`config.mk`:
```
export PLATFORM = sky130hd
export DESIGN_NAME = pb_key_encoder
export DESIGN_NICKNAME = d
export VERILOG_FILES = /design/src/rtl/pb_key_encoder.sv
export SDC_FILE = /design/constraint.sdc
export NUM_CORES = 1
export LEC_CHECK = 0
export BUFFER_PORTS_ARGS = -buffer_cell sky130_fd_sc_hd__buf_2
export CAP_MARGIN = 20
export CORE_MARGIN = 1.5
export CORE_UTILIZATION = 50
export DETAILED_ROUTE_END_ITERATION = 8
export GPL_TIMING_DRIVEN = 0
export PLACE_DENSITY = 0.68
export SETUP_SLACK_MARGIN = 0.05
export SYNTH_ARGS = -nofsm -noshare
export SYNTH_HDL_FRONTEND = slang
export SYNTH_SLANG_ARGS = --single-unit
```
`constraint.sdc`:
```
create_clock -name clock_50m -period 3.4 [get_ports clock_50m]
set_clock_uncertainty 0.2 [all_clocks]
set_input_delay 0.85 -clock clock_50m [delete_from_list [all_inputs] [get_ports clock_50m]]
set_output_delay 0.85 -clock clock_50m [all_outputs]
set_load 0.05 [all_outputs]
```
`src/rtl/pb_key_encoder.sv`:
```
`default_nettype none
// ============================================================================
//  Module   : pb_key_encoder
//  Purpose  : Front end of the push-button calculator datapath. Synchronises
//             and debounces 16 raw active-low buttons, turns each clean
//             single-key press into a 4-bit key code and queues the codes
//             in a small FIFO behind a valid/ready handshake.
//  Ports    : clock_50m    - system clock (rising edge)
//             reset_n      - asynchronous active-low reset
//             pb[15:0]     - raw buttons, active-low, asynchronous
//             key_valid    - FIFO head holds an event
//             key_ready    - consumer accepts the head (pop on valid&&ready)
//             key_code     - code of the FIFO head (0 when empty)
//             key_is_digit - key_code <= 9
//             fifo_count   - number of queued events
//             multi_err    - 1-cycle pulse: debounced value became multi-key
//             overflow     - 1-cycle pulse: event dropped, FIFO full
//  Revision : 1.0 - initial release
// ============================================================================
module pb_key_encoder #(
  parameter int TICK_W     = 18,
  parameter int DEB_CNT    = 3,
  parameter int FIFO_DEPTH = 4
) (
  input  logic                          clock_50m,
  input  logic                          reset_n,
  input  logic [15:0]                   pb,
  output logic                          key_valid,
  input  logic                          key_ready,
  output logic [3:0]                    key_code,
  output logic                          key_is_digit,
  output logic [$clog2(FIFO_DEPTH):0]   fifo_count,
  output logic                          multi_err,
  output logic                          overflow
);

  // --------------------------------------------------------------------------
  // Constants
  // --------------------------------------------------------------------------
  localparam int          AW      = $clog2(FIFO_DEPTH);
  localparam int          PW      = AW + 1;
  localparam logic [3:0]  DEB_MAX = 4'(DEB_CNT);

  localparam logic [0:0]  ST_IDLE = 1'b0;
  localparam logic [0:0]  ST_HELD = 1'b1;

  // --------------------------------------------------------------------------
  // Input synchroniser. Inversion happens before the first flop so that
  // reset value 0 means "nothing pressed".
  // --------------------------------------------------------------------------
  logic [15:0] sync1_q;
  logic [15:0] npb_s_q;

  always_ff @(posedge clock_50m or negedge reset_n) begin
    if (!reset_n) begin
      sync1_q <= '0;
      npb_s_q <= '0;
    end else begin
      sync1_q <= ~pb;
      npb_s_q <= sync1_q;
    end
  end

  // --------------------------------------------------------------------------
  // Free-running prescaler; tick marks the all-ones cycle.
  // --------------------------------------------------------------------------
  logic [TICK_W-1:0] presc_q;
  logic              w_tick;

  assign w_tick = &presc_q;

  always_ff @(posedge clock_50m or negedge reset_n) begin
    if (!reset_n) begin
      presc_q <= '0;
    end else begin
      presc_q <= presc_q + TICK_W'(1);
    end
  end

  // --------------------------------------------------------------------------
  // Debounce. A new sample restarts the run length at 1; the debounced value
  // follows once the run length reaches DEB_MAX, i.e. the same value has been
  // seen on DEB_CNT consecutive ticks. deb_upd is registered alongside the
  // debounced value so downstream logic sees both in the same cycle.
  // --------------------------------------------------------------------------
  logic [15:0] last_q,  last_d;
  logic [3:0]  cnt_q,   cnt_d;
  logic [15:0] deb_q,   deb_d;
  logic        upd_q,   upd_d;

  always_comb begin
    last_d = last_q;
    cnt_d  = cnt_q;
    deb_d  = deb_q;
    upd_d  = 1'b0;
    if (w_tick) begin
      if (npb_s_q != last_q) begin
        last_d = npb_s_q;
        cnt_d  = 4'd1;
      end else begin
        if (cnt_q < DEB_MAX) begin
          cnt_d = cnt_q + 4'd1;
        end
        if ((cnt_d == DEB_MAX) && (last_q != deb_q)) begin
          deb_d = last_q;
          upd_d = 1'b1;
        end
      end
    end
  end

  always_ff @(posedge clock_50m or negedge reset_n) begin
    if (!reset_n) begin
      last_q <= '0;
      cnt_q  <= '0;
      deb_q  <= '0;
      upd_q  <= 1'b0;
    end else begin
      last_q <= last_d;
      cnt_q  <= cnt_d;
      deb_q  <= deb_d;
      upd_q  <= upd_d;
    end
  end

  // --------------------------------------------------------------------------
  // Key encoder. Every one-hot pattern has a code, so the code is only used
  // when the pattern is one-hot.
  // --------------------------------------------------------------------------
  logic [3:0] w_enc_code;
  logic       w_nonzero;
  logic       w_onehot;

  assign w_nonzero = (deb_q != 16'h0000);
  assign w_onehot  = w_nonzero && ((deb_q & (deb_q - 16'd1)) == 16'h0000);

  always_comb begin
    w_enc_code = 4'd0;
    case (deb_q)
      16'h2000: w_enc_code = 4'd0;
      16'h0001: w_enc_code = 4'd1;
      16'h0002: w_enc_code = 4'd2;
      16'h0004: w_enc_code = 4'd3;
      16'h0010: w_enc_code = 4'd4;
      16'h0020: w_enc_code = 4'd5;
      16'h0040: w_enc_code = 4'd6;
      16'h0100: w_enc_code = 4'd7;
      16'h0200: w_enc_code = 4'd8;
      16'h0400: w_enc_code = 4'd9;
      16'h0008: w_enc_code = 4'd10;
      16'h0080: w_enc_code = 4'd11;
      16'h0800: w_enc_code = 4'd12;
      16'h8000: w_enc_code = 4'd13;
      16'h4000: w_enc_code = 4'd14;
      16'h1000: w_enc_code = 4'd15;
      default:  w_enc_code = 4'd0;
    endcase
  end

  // --------------------------------------------------------------------------
  // Press FSM. HELD absorbs roll-overs: only a full release re-arms it.
  // --------------------------------------------------------------------------
  logic [0:0] state_q, state_d;
  logic       w_push;
  logic       w_multi;

  always_ff @(posedge clock_50m or negedge reset_n) begin
    if (!reset_n) begin
      state_q <= ST_IDLE;
    end else begin
      state_q <= state_d;
    end
  end

  always_comb begin
    state_d = state_q;
    case (state_q)
      ST_IDLE: if (upd_q && w_nonzero)  state_d = ST_HELD;
      ST_HELD: if (upd_q && !w_nonzero) state_d = ST_IDLE;
      default: state_d = ST_IDLE;
    endcase
  end

  always_comb begin
    w_push  = 1'b0;
    w_multi = 1'b0;
    if ((state_q == ST_IDLE) && upd_q) begin
      w_push  = w_onehot;
      w_multi = w_nonzero && !w_onehot;
    end
  end

  assign multi_err = w_multi;

  // --------------------------------------------------------------------------
  // Event FIFO. Pointers carry one extra wrap bit to tell full from empty.
  // When full, a simultaneous pop frees the slot being written, so the push
  // is accepted.
  // --------------------------------------------------------------------------
  logic [3:0]    mem_q [FIFO_DEPTH];
  logic [PW-1:0] wr_q;
  logic [PW-1:0] rd_q;
  logic          w_empty;
  logic          w_full;
  logic          w_pop;
  logic          w_wr_en;

  assign w_empty = (wr_q == rd_q);
  assign w_full  = (wr_q[AW] != rd_q[AW]) && (wr_q[AW-1:0] == rd_q[AW-1:0]);
  assign w_pop   = !w_empty && key_ready;
  assign w_wr_en = w_push && (!w_full || w_pop);
  assign overflow = w_push && w_full && !w_pop;

  always_ff @(posedge clock_50m) begin
    if (w_wr_en) begin
      mem_q[wr_q[AW-1:0]] <= w_enc_code;
    end
  end

  always_ff @(posedge clock_50m or negedge reset_n) begin
    if (!reset_n) begin
      wr_q <= '0;
      rd_q <= '0;
    end else begin
      if (w_wr_en) begin
        wr_q <= wr_q + PW'(1);
      end
      if (w_pop) begin
        rd_q <= rd_q + PW'(1);
      end
    end
  end

  // Head is forced to 0 when empty so stale storage never shows on the port.
  assign key_valid    = !w_empty;
  assign key_code     = w_empty ? 4'd0 : mem_q[rd_q[AW-1:0]];
  assign key_is_digit = (key_code <= 4'd9);
  assign fifo_count   = wr_q - rd_q;

endmodule
`default_nettype wire
```
==> flow_summary.json <==
{
  "worstSetupEndpointType": "output port",
  "portBuffers": 29,
  "pre_cts_slack_ns": -0.449,
  "drt_iter0_drc": 115,
  "ir_drop_mv": 0.307,
  "postRouteAntennaNets": 0,
  "initial_core_util_pct": 51.7,
  "pwr_density_cell_mw_per_mm2": 373,
  "yosys.area_share.simple_pct": 12.6,
  "n_antenna_cell": 0,
  "synth.area.mux_share_pct": 9.86,
  "crit_fanout": 6,
  "rsz0062_at_grt": "true",
  "finalSetupViolCount": 2,
  "layout-drive-gt1-share_pct": 24.6,
  "wl_per_cell_um": 14.3,
  "core-area_mm2": 0.00977,
  "worst_pin_slew_ns": 0.763,
  "maxSlewViolCount": 0,
  "synth_nets": 441,
  "die_y_um": 104,
  "final_net_count": 488,
  "critPathKind": "flop to output port",
  "worstSkewPairLatency_ns": 0.37,
  "grt_max_degree": 56,
  "ys_warn_count": 0,
  "dieArea_mm2": 0.0107,
  "min_path_type": "flop to flop",
  "clock_sinks": 110,
  "grt_util_all_layers_pct": 17.5,
  "finalCriticalPeriod_ns": 3.72,
  "synth_seq_cells": 110,
  "status": "finished, violations left",
  "startpoint": "deb_q[1]",
  "holdWs_ns": 0.150,
  "synth_top_family_by_area": "simple AND/OR/NAND/NOR gates",
  "clk_pin_slew_worst_paths_ns": 0.10,
  "die_w_um": 104,
  "fin_ws_ns": -0.316,
  "grt_pass1_wl_mm": 15.0,
  "io_pins": 30,
  "synth_fa_ha_area_share_pct": 2.82,
  "synth_cell_types": 48,
  "tns_ns": -0.579,
  "fin_cells": 597,
  "cts_buffers": 9,
  "synth_compound_area_share_pct": 3.76,
  "netlist_top_cells_area": "dfrtp_1, edfxtp_1, xor2_1",
  "synth_area_mm2": 0.00505,
  "grt_pass1_vias": 3104,
  "h-tree-depth": 3,
  "worst_ep_required_time_ns": 2.35,
  "dp_hpwl_mm": 6.07,
  "synth_top_area_share_pct": 46.6,
  "synth_ff_type": "dfrtp_1",
  "ys_top_cells_by_count": "dfrtp_1, xor2_1, mux2_2, inv_1, xnor2_1",
  "synth-xor-area-share_pct": 11.1,
  "postSynthAreaPerCell_um2": 12.3,
  "synth_seq_area_share_pct": 56.1,
  "yosysTopAreaCell": "dfrtp_1",
  "cts-root-buf": "clkbuf_8",
  "drc": 0,
  "start_kind": "flop",
  "antenna_found_initial": 0,
  "vias_per_cell": 5.17,
  "syn_inst": 412,
  "area.growth.synth_to_final_pct": 13.2,
  "rows": 36,
  "regToRegStartpoint": "deb_q[1]",
  "async_reset_ff_share_pct": 85.5,
  "clockBufferDepth": 2,
  "first_pass_iters": 4,
  "hold_violations": 0,
  "p_leak_nw": 2.89,
  "violations": "setup timing",
  "stdcell_area_mm2": 0.00572,
  "cp.arrival_ns": 2.67,
  "dp.cells": 575,
  "yosysMostFrequentCell": "dfrtp_1",
  "placed_area_mm2": 0.00541,
  "cts_hold_buffers": 0,
  "finalWeightedCongestion": 0.841,
  "final.period_utilization_pct": 109,
  "grt-ovfl-total": 0,
  "hold_start": "sync1_q[5]",
  "fmax_ghz": 0.269,
  "cts_tree": "built",
  "totalWireLength_mm": 8.56,
  "dr_total_vias": 3084,
  "maxCapViolCount": 0,
  "slew_headroom_pct": 48.5,
  "synth_edf_count": 16
}
cells by family after synthesis:
family | count (synthesis)
AND/OR/NAND/NOR | 111
XOR/XNOR | 64
flip-flops | 110
adder cells (fa/ha/maj) | 11
multiplexers | 40
AO/OA/AOI/OAI | 30
buffers and inverters | 46
registers in the layout (all words and copies together) (netlist names), named ones only:
signal and count:
rd_q 3, last_q 16, sync1_q 16, npb_s_q 16, cnt_q 4, deb_q 16, mem_q 16, wr_q 3
presc_q 18, upd_q 1
layer usage:
layer,GRT usage (%),routed length (um)
met1,22.5,3910
met2,29.4,4200
met3,3.90,286
met4,6.15,152
met5,0,0
where the power goes:
group | internal (mW) | switching (mW)
Clock | 0.279 | 0.453
Combinational | 0.0167 | 0.0297
Sequential | 1.35 | 0.00836
layout by cell type, fill, tap and decap left out, types with 3 or more instances in the layout:
cell type,count
xor2_1,44
edfxtp_1,16
and2_1,8
nand3b_1,3
nand2_1,11
nor4_1,11
nand4_1,9
buf_2,29
inv_6,4
mux4_2,4
xnor2_1,20
nor2_1,19
mux2_2,34
a21oi_1,4
and3_1,5
inv_1,23
clkbuf_1,13
clkbuf_8,9
buf_4,9
dfrtp_1,93
nor2b_1,4
buf_6,4
nand3_1,14
ha_1,9
nor3_1,9
or4_1,3
o21ai_0,12
final cells by class:
cell class,count,area [um2]
fillers,808,4050
inverters,23,86.3
multi-input cells,256,2100
clock buffers,10,128
plain buffers,22,118
well taps,133,166
repair buffers,37,240
clock inverters,6,51.3
flip-flops and latches,110,2830
per-stage QoR:
stage / util, % / total power, mW
floorplan: - / 1.39
global placement: 55.0 / 1.43
detailed placement: 55.3 / 1.43
CTS: 58.2 / 2.17
global route: 58.5 / 2.23
finish: 58.5 / 2.14
worst max-delay path, cell delays in order, from the launching register on:
cell and delay, ns:
dfrtp_1 0.38, buf_6 0.13, or4_4 0.53, buf_6 0.15
o41ai_4 0.27, o21ai_1 0.14, and4bb_2 0.36, and3_4 0.20
buf_8 0.14
final timing paths:
| check | end | slack (ns) | cells after the start |
|---|---|---|---|
| min in group asynchronous | presc_q[16] | 0.26 | 1 |
| max | overflow | -0.32 | 8 |
| min | npb_s_q[5] | 0.15 | 0 |
| min reg2reg | npb_s_q[5] | 0.15 | 0 |
| max in group asynchronous | last_q[4] | 2.10 | 2 |
| max reg2reg | mem_q[3][3] | 0.30 | 9 |
repair_timing:
item / in CTS / in global routing
endpoints found under the setup margin: 18 / 3
resized for setup: 16 / 6
buffers inserted: 6 / 1
pin swaps: 5 / 2
endpoints found under the hold margin: 0 / 0
No activity file was read; power rests on OpenSTA's default activity.
